==> config.mk <==
export PLATFORM = sky130hd
export DESIGN_NAME = uart_rx_fifo_flat
export DESIGN_NICKNAME = d
export VERILOG_FILES = /design/src/rtl/uart_pkg.sv /design/src/rtl/uart_rx_fifo_if.sv /design/src/rtl/uart_fifo_ram.sv /design/src/rtl/uart_rx_fifo.sv /design/src/flat_wrapper.sv
export SDC_FILE = /design/constraint.sdc
export NUM_CORES = 1
export LEC_CHECK = 0
export CORE_MARGIN = 1
export CORE_UTILIZATION = 40
export CTS_BUF_LIST = sky130_fd_sc_hd__clkbuf_16
export DETAILED_ROUTE_END_ITERATION = 8
export PLACE_DENSITY_LB_ADDON = 0.2
export SETUP_SLACK_MARGIN = 0.1
export SYNTH_ARGS = -nofsm -noshare
export SYNTH_HDL_FRONTEND = slang
export SYNTH_SLANG_ARGS = --single-unit
==> constraint.sdc <==
create_clock -name clk -period 6.4 [get_ports clk]
set_clock_uncertainty 0.2 [all_clocks]
set_input_delay 1.6 -clock clk [delete_from_list [all_inputs] [get_ports clk]]
set_output_delay 1.6 -clock clk [all_outputs]
set_load 0.005 [all_outputs]
==> src/rtl/uart_pkg.sv <==
// Shared UART definitions used by the receiver, transmitter and receive buffer.
package uart_pkg;
  localparam int UART_DATA_W = 8;
  typedef logic [UART_DATA_W-1:0] uart_byte_t;
endpackage

==> src/rtl/uart_rx_fifo_if.sv <==
// Producer/consumer bundle of the UART receive buffer.
// Read side is show-ahead: rd_data is the head whenever rd_valid is 1, and the
// byte is consumed on any rising clock edge where rd_valid and rd_ready are both 1.
interface uart_rx_fifo_if
  import uart_pkg::*;
#(
  parameter int DEPTH = 16
);
  localparam int AW = $clog2(DEPTH);

  logic       rx_done;
  uart_byte_t rx_data;
  logic       rd_ready;
  logic       rd_valid;
  uart_byte_t rd_data;
  logic [AW:0] count;
  logic       full;
  logic       empty;
  logic       overflow;
  logic       ovf_clr;

  modport slave (
    input  rx_done, rx_data, rd_ready, ovf_clr,
    output rd_valid, rd_data, count, full, empty, overflow
  );

  modport master (
    output rx_done, rx_data, rd_ready, ovf_clr,
    input  rd_valid, rd_data, count, full, empty, overflow
  );
endinterface

==> src/rtl/uart_fifo_ram.sv <==
// DEPTH x byte storage: one synchronous write port, one asynchronous read port.
module uart_fifo_ram
  import uart_pkg::*;
#(
  parameter int DEPTH = 16,
  localparam int AW   = $clog2(DEPTH)
) (
  input  logic          clk,
  input  logic          we,
  input  logic [AW-1:0] waddr,
  input  uart_byte_t    wdata,
  input  logic [AW-1:0] raddr,
  output uart_byte_t    rdata
);
  uart_byte_t mem_q [DEPTH];

  always_ff @(posedge clk) begin
    if (we) mem_q[waddr] <= wdata;
  end

  assign rdata = mem_q[raddr];
endmodule

==> src/rtl/uart_rx_fifo.sv <==
// Receive buffer: captures a byte on each rx_done rising edge into a circular
// FIFO and presents it to the consumer with a sticky overflow flag.
module uart_rx_fifo
  import uart_pkg::*;
#(
  parameter int DEPTH = 16
) (
  input  logic           clk,
  input  logic           reset,
  uart_rx_fifo_if.slave  bus
);
  localparam int AW = $clog2(DEPTH);
  localparam logic [AW:0] FULL_CNT = (AW+1)'(DEPTH);

  logic          done_q, done_d;
  logic [AW-1:0] wr_ptr_q, wr_ptr_d;
  logic [AW-1:0] rd_ptr_q, rd_ptr_d;
  logic [AW:0]   count_q, count_d;
  logic          overflow_q, overflow_d;

  logic full, empty, push, pop, accept, drop;

  assign full   = (count_q == FULL_CNT);
  assign empty  = (count_q == '0);
  assign push   = bus.rx_done & ~done_q;
  assign pop    = ~empty & bus.rd_ready;
  // A pop frees the slot in the same cycle, so a full buffer can still accept.
  assign accept = push & (~full | pop);
  assign drop   = push & full & ~pop;

  always_comb begin
    done_d     = bus.rx_done;
    wr_ptr_d   = wr_ptr_q;
    rd_ptr_d   = rd_ptr_q;
    count_d    = count_q;
    overflow_d = overflow_q;
    if (accept) wr_ptr_d = wr_ptr_q + AW'(1);
    if (pop)    rd_ptr_d = rd_ptr_q + AW'(1);
    case ({accept, pop})
      2'b10:   count_d = count_q + (AW+1)'(1);
      2'b01:   count_d = count_q - (AW+1)'(1);
      default: count_d = count_q;
    endcase
    if (drop)             overflow_d = 1'b1;
    else if (bus.ovf_clr) overflow_d = 1'b0;
  end

  // done_q resets high so a level already present at reset release is not a byte.
  always_ff @(posedge clk or negedge reset) begin
    if (!reset) begin
      done_q     <= 1'b1;
      wr_ptr_q   <= '0;
      rd_ptr_q   <= '0;
      count_q    <= '0;
      overflow_q <= 1'b0;
    end else begin
      done_q     <= done_d;
      wr_ptr_q   <= wr_ptr_d;
      rd_ptr_q   <= rd_ptr_d;
      count_q    <= count_d;
      overflow_q <= overflow_d;
    end
  end

  uart_fifo_ram #(.DEPTH(DEPTH)) u_ram (
    .clk   (clk),
    .we    (accept),
    .waddr (wr_ptr_q),
    .wdata (bus.rx_data),
    .raddr (rd_ptr_q),
    .rdata (bus.rd_data)
  );

  assign bus.rd_valid = ~empty;
  assign bus.count    = count_q;
  assign bus.full     = full;
  assign bus.empty    = empty;
  assign bus.overflow = overflow_q;
endmodule

==> src/flat_wrapper.sv <==
// flat-port wrapper written by rule: the top's interface ports become plain ports
module uart_rx_fifo_flat import uart_pkg::*;
#(
  parameter int DEPTH = 16
)
  (clk, reset, bus_rx_done, bus_rx_data, bus_rd_ready, bus_ovf_clr, bus_rd_valid, bus_rd_data, bus_count, bus_full, bus_empty, bus_overflow);
  uart_rx_fifo_if #(.DEPTH(DEPTH)) bus_i ();
  input  logic clk;
  input  logic reset;
  input wire logic [$bits(bus_i.rx_done)-1:0] bus_rx_done;
  input wire logic [$bits(bus_i.rx_data)-1:0] bus_rx_data;
  input wire logic [$bits(bus_i.rd_ready)-1:0] bus_rd_ready;
  input wire logic [$bits(bus_i.ovf_clr)-1:0] bus_ovf_clr;
  output wire logic [$bits(bus_i.rd_valid)-1:0] bus_rd_valid;
  output wire logic [$bits(bus_i.rd_data)-1:0] bus_rd_data;
  output wire logic [$bits(bus_i.count)-1:0] bus_count;
  output wire logic [$bits(bus_i.full)-1:0] bus_full;
  output wire logic [$bits(bus_i.empty)-1:0] bus_empty;
  output wire logic [$bits(bus_i.overflow)-1:0] bus_overflow;
  assign bus_i.rx_done = bus_rx_done;
  assign bus_i.rx_data = bus_rx_data;
  assign bus_i.rd_ready = bus_rd_ready;
  assign bus_i.ovf_clr = bus_ovf_clr;
  assign bus_rd_valid = bus_i.rd_valid;
  assign bus_rd_data = bus_i.rd_data;
  assign bus_count = bus_i.count;
  assign bus_full = bus_i.full;
  assign bus_empty = bus_i.empty;
  assign bus_overflow = bus_i.overflow;
  uart_rx_fifo #(.DEPTH(DEPTH)) u_core (.clk(clk), .reset(reset), .bus(bus_i));
endmodule
==> key figures <==
Run status
  • Outcome: finished with violations
  • Failing checks: design-rule violations

Power and ir drop
  • Part of the power in registers: 43.2%
  • Leakage power: roughly 0.0024 µW
  • Switching share of total power: roughly 29%
  • Logic gate share of total power: between 20% and 30%
  • Internal Power: between 2000 and 2500 µW
  • Net Switching: 854 µW
  • Clock power frac: around 31%
  • Power Dens Cells: around 420 nW/µm²
  • Max VDD drop: 0.194 mV

Synthesis
  • Top cell type's share of synthesized area: between 60% and 70%
  • Synth Register Bits: 143
  • EDFF count, synth: roughly 130
  • Most common cell in the netlist: edfxtp_1
  • Cells after synthesis: around 300
  • Synth warn: 0
  • Syn Nets: about 330
  • Post-synthesis area per instance: approximately 20 µm²
  • Largest area contributor in the netlist: edfxtp_1
  • Asr flop ratio synth: a little over a tenth
  • Top FF cell, synth: edfxtp_1
  • Yosys cell types: 48
  • Netlist Area Pre-Place: between 6000 and 7000 µm²
  • Area contributors post-synth: edfxtp_1 (64%), mux4_1 (13%), dfrtp_1 (5.8%), mux4_2 (3.7%), ha_1 (1.7%)
  • Commonest cells post-synth: edfxtp_1 (128), mux4_1 (30), nor2_1 (18), dfrtp_1 (14), nand2_1 (13)
  • Register area share after synthesis: 70.0%

Global routing
  • Met1 global-route usage: roughly a quarter
  • Initial antenna violation count: 0
  • Largest net degree at the start of global routing: 36
  • Vias in the first global route: between 3000 and 4000
  • Grt met3 use: between 3 and 4%
  • Grt ovf: 0
  • Global-route wire length before repair: about 18 mm
  • GRT busiest layer: met2
  • Met2 Use GR: ~24%
  • Gr usage total: around 17%

STA
  • Minimum clock period after layout: between 4000 and 5000 ps
  • Max-slew headroom at the worst pin: just over 30%
  • Final Hold Viols: 0
  • Final Max Slew Viols: 0
  • RSZ-0062 raised after global routing: false
  • Worst Tran Pin Value: approximately 1000 ps
  • Fin crit share: a little under 80%
  • Max Clock Freq: ~200 MHz
  • Setup WS post-layout: about 1400 ps
  • Final setup vio count: 0
  • Total negative setup slack: 0 ps

Worst setup path
  • CP max stage cell: dfrtp_1
  • Crit path depth: 4
  • CP Data Arrival Time: between 3000 and 4000 ps
  • Startpoint types: register
  • FF-to-FF path depth: 7
  • CP peak stage delay: 1020 ps
  • Crit-path cells: buf_4 > mux4_1 > mux4_2 > clkdlybuf4s50_1
  • CP max FO: 24
  • Top Family by Delay on Critical Path: flip-flops
  • CP required: 4600 ps
  • CP Class: reg2out
  • Crit path capture type: output port
  • CP bufs+invs: 2

Drt
  • Post-route antenna net violation count: 0
  • Detail-routed via count per cell: approximately 5.6
  • Detailed Route Iter0 Violations: roughly 330
  • Vias after detailed routing: about 3000
  • Final wirelength: ~12 mm
  • Drt drc: 7
  • Initial DRT Pass Iterations: 6
  • Routed wire length per instance: roughly 22 µm

Clocking
  • Setup Fix Bufs, Post-CTS: 0
  • Sink Count: 143
  • TritonCTS clock tree: done
  • Post_cts resized: 0
  • Clock transition at path regs: approximately 60 ps
  • Clk root buf: clkbuf_16
  • H-tree levels: 4
  • Worst-case clock buffer depth: 2
  • Num CTS Buffers: 17
  • Clock Latency Late Sink: between 400 and 500 ps
  • CTS Hold Buffers Added: 0

Placed design
  • Final Wtd Congestion: between 0.7 and 0.8
  • IO buf count: 29
  • Placed Cells: 508
  • Placed inst area: 6490 µm²
  • Worst slack, placed: around 1600 ps
  • DP HPWL: approximately 7.4 mm

Worst hold path
  • Hold Crit Class: reg2reg
  • WHS Path Cells: 2

Cells and area
  • Finished Layout Cells: between 500 and 600
  • Fin nets: roughly 370
  • Area growth from synthesis to layout: 16.9%
  • Layout cells sized above 1: 13.8%
  • Final core area utilization: about half
  • Cell area after layout: between 7000 and 8000 µm²
  • Number of antenna cells inserted: 0

Floorplanning
  • Core box area: between 10000 and 15000 µm²
  • # IOs: 30
  • DIE WIDTH: approximately 120 µm
  • Die area: approximately 16000 µm²
  • Die Y-Extent: between 100 and 150 µm
  • Row count: 44
  • Initial Utilization: between 40% and 50%

Flow run
  • Max_cap viols: 0
## power by group through the flow
stage / logic, µW / registers [µW] / clock network (µW)
floorplan: 612 / 1170 / 0
global placement: 770 / 1310 / 0
detailed placement: 781 / 1310 / 0
CTS: 785 / 1300 / 936
global route: 840 / 1320 / 966
finish: 779 / 1290 / 919
## layout make-up
type	instances	area [µm²]
fillers	1203	7600
flip-flops and latches	143	4220
multi-input cells	140	1690
clock buffers	17	425
repair buffers	34	328
well taps	184	230
clock inverters	13	128
inverters	7	26.3
## kinds of logic after synthesis
logic type,count (synthesis),synth area share (%)
mux,43,17.3
xor+xnor,8,1.16
fa+ha+maj,9,1.99
compound gates,25,2.97
flops,143,70.0
buf+inv,23,2.01
simple gates,55,4.53
## metrics by stage
stage	hold slack, ps	power [µW]
2_1_floorplan	323	1780
3_3_place_gp	327	2080
3_5_place_dp	350	2100
4_1_cts	358	3020
5_1_grt	370	3120
6_report	342	2990
## registers in the layout, summed over array words and instances, names as in the netlist
name,cells
u_core.bus.overflow,1
u_core.bus.count,5
u_core.rd_ptr_q,4
u_core.wr_ptr_q,4
u_core.done_q,1
u_core.u_ram.mem_q,128
## final timing paths
| path | slack (ps) | end | startpoint |
|---|---|---|---|
| worst min register to register | 340 | u_core.bus.overflow | u_core.bus.overflow |
| worst max-delay path | 1410 | bus_rd_data[1] | u_core.rd_ptr_q[1] |
| worst min-delay path | 340 | u_core.bus.overflow | u_core.bus.overflow |
| worst max register to register | 3240 | u_core.bus.count[4] | u_core.bus.count[1] |
| max in group asynchronous | 4050 | u_core.rd_ptr_q[0] | reset |
| min in group asynchronous | 1430 | u_core.bus.overflow | reset |
## routing by layer
metal	up-vias	wire length, µm	part of all wire, %
met5	-	0	0
met4	0	216	1.8
met3	19	694	5.9
met2	87	5460	46
met1	1543	5410	46
li1	1341	-	-
## worst min-delay path: stages, from the launching register on
cell and delay [ps]:
dfrtp_1 370, inv_1 50, o32ai_1 70
## placed cells by master (no fill, tap or decap), types with 2 or more instances in the layout
cell / count
a211oi_1: 2
a21o_1: 2
a21oi_1: 4
buf_4: 5
bufinv_16: 2
clkbuf_16: 17
clkdlybuf4s50_1: 29
clkinv_1: 2
clkinv_4: 2
clkinvlp_4: 4
dfrtp_1: 13
edfxtp_1: 128
ha_1: 8
inv_1: 9
mux2i_1: 2
mux4_1: 30
mux4_2: 10
nand2_1: 13
nand2b_1: 3
nand3_1: 2
nand4_1: 2
nor2_1: 18
nor2b_1: 2
nor3_1: 8
o211ai_1: 2
o21ai_0: 3
xnor2_1: 7
(Power assumes the default switching activity.)
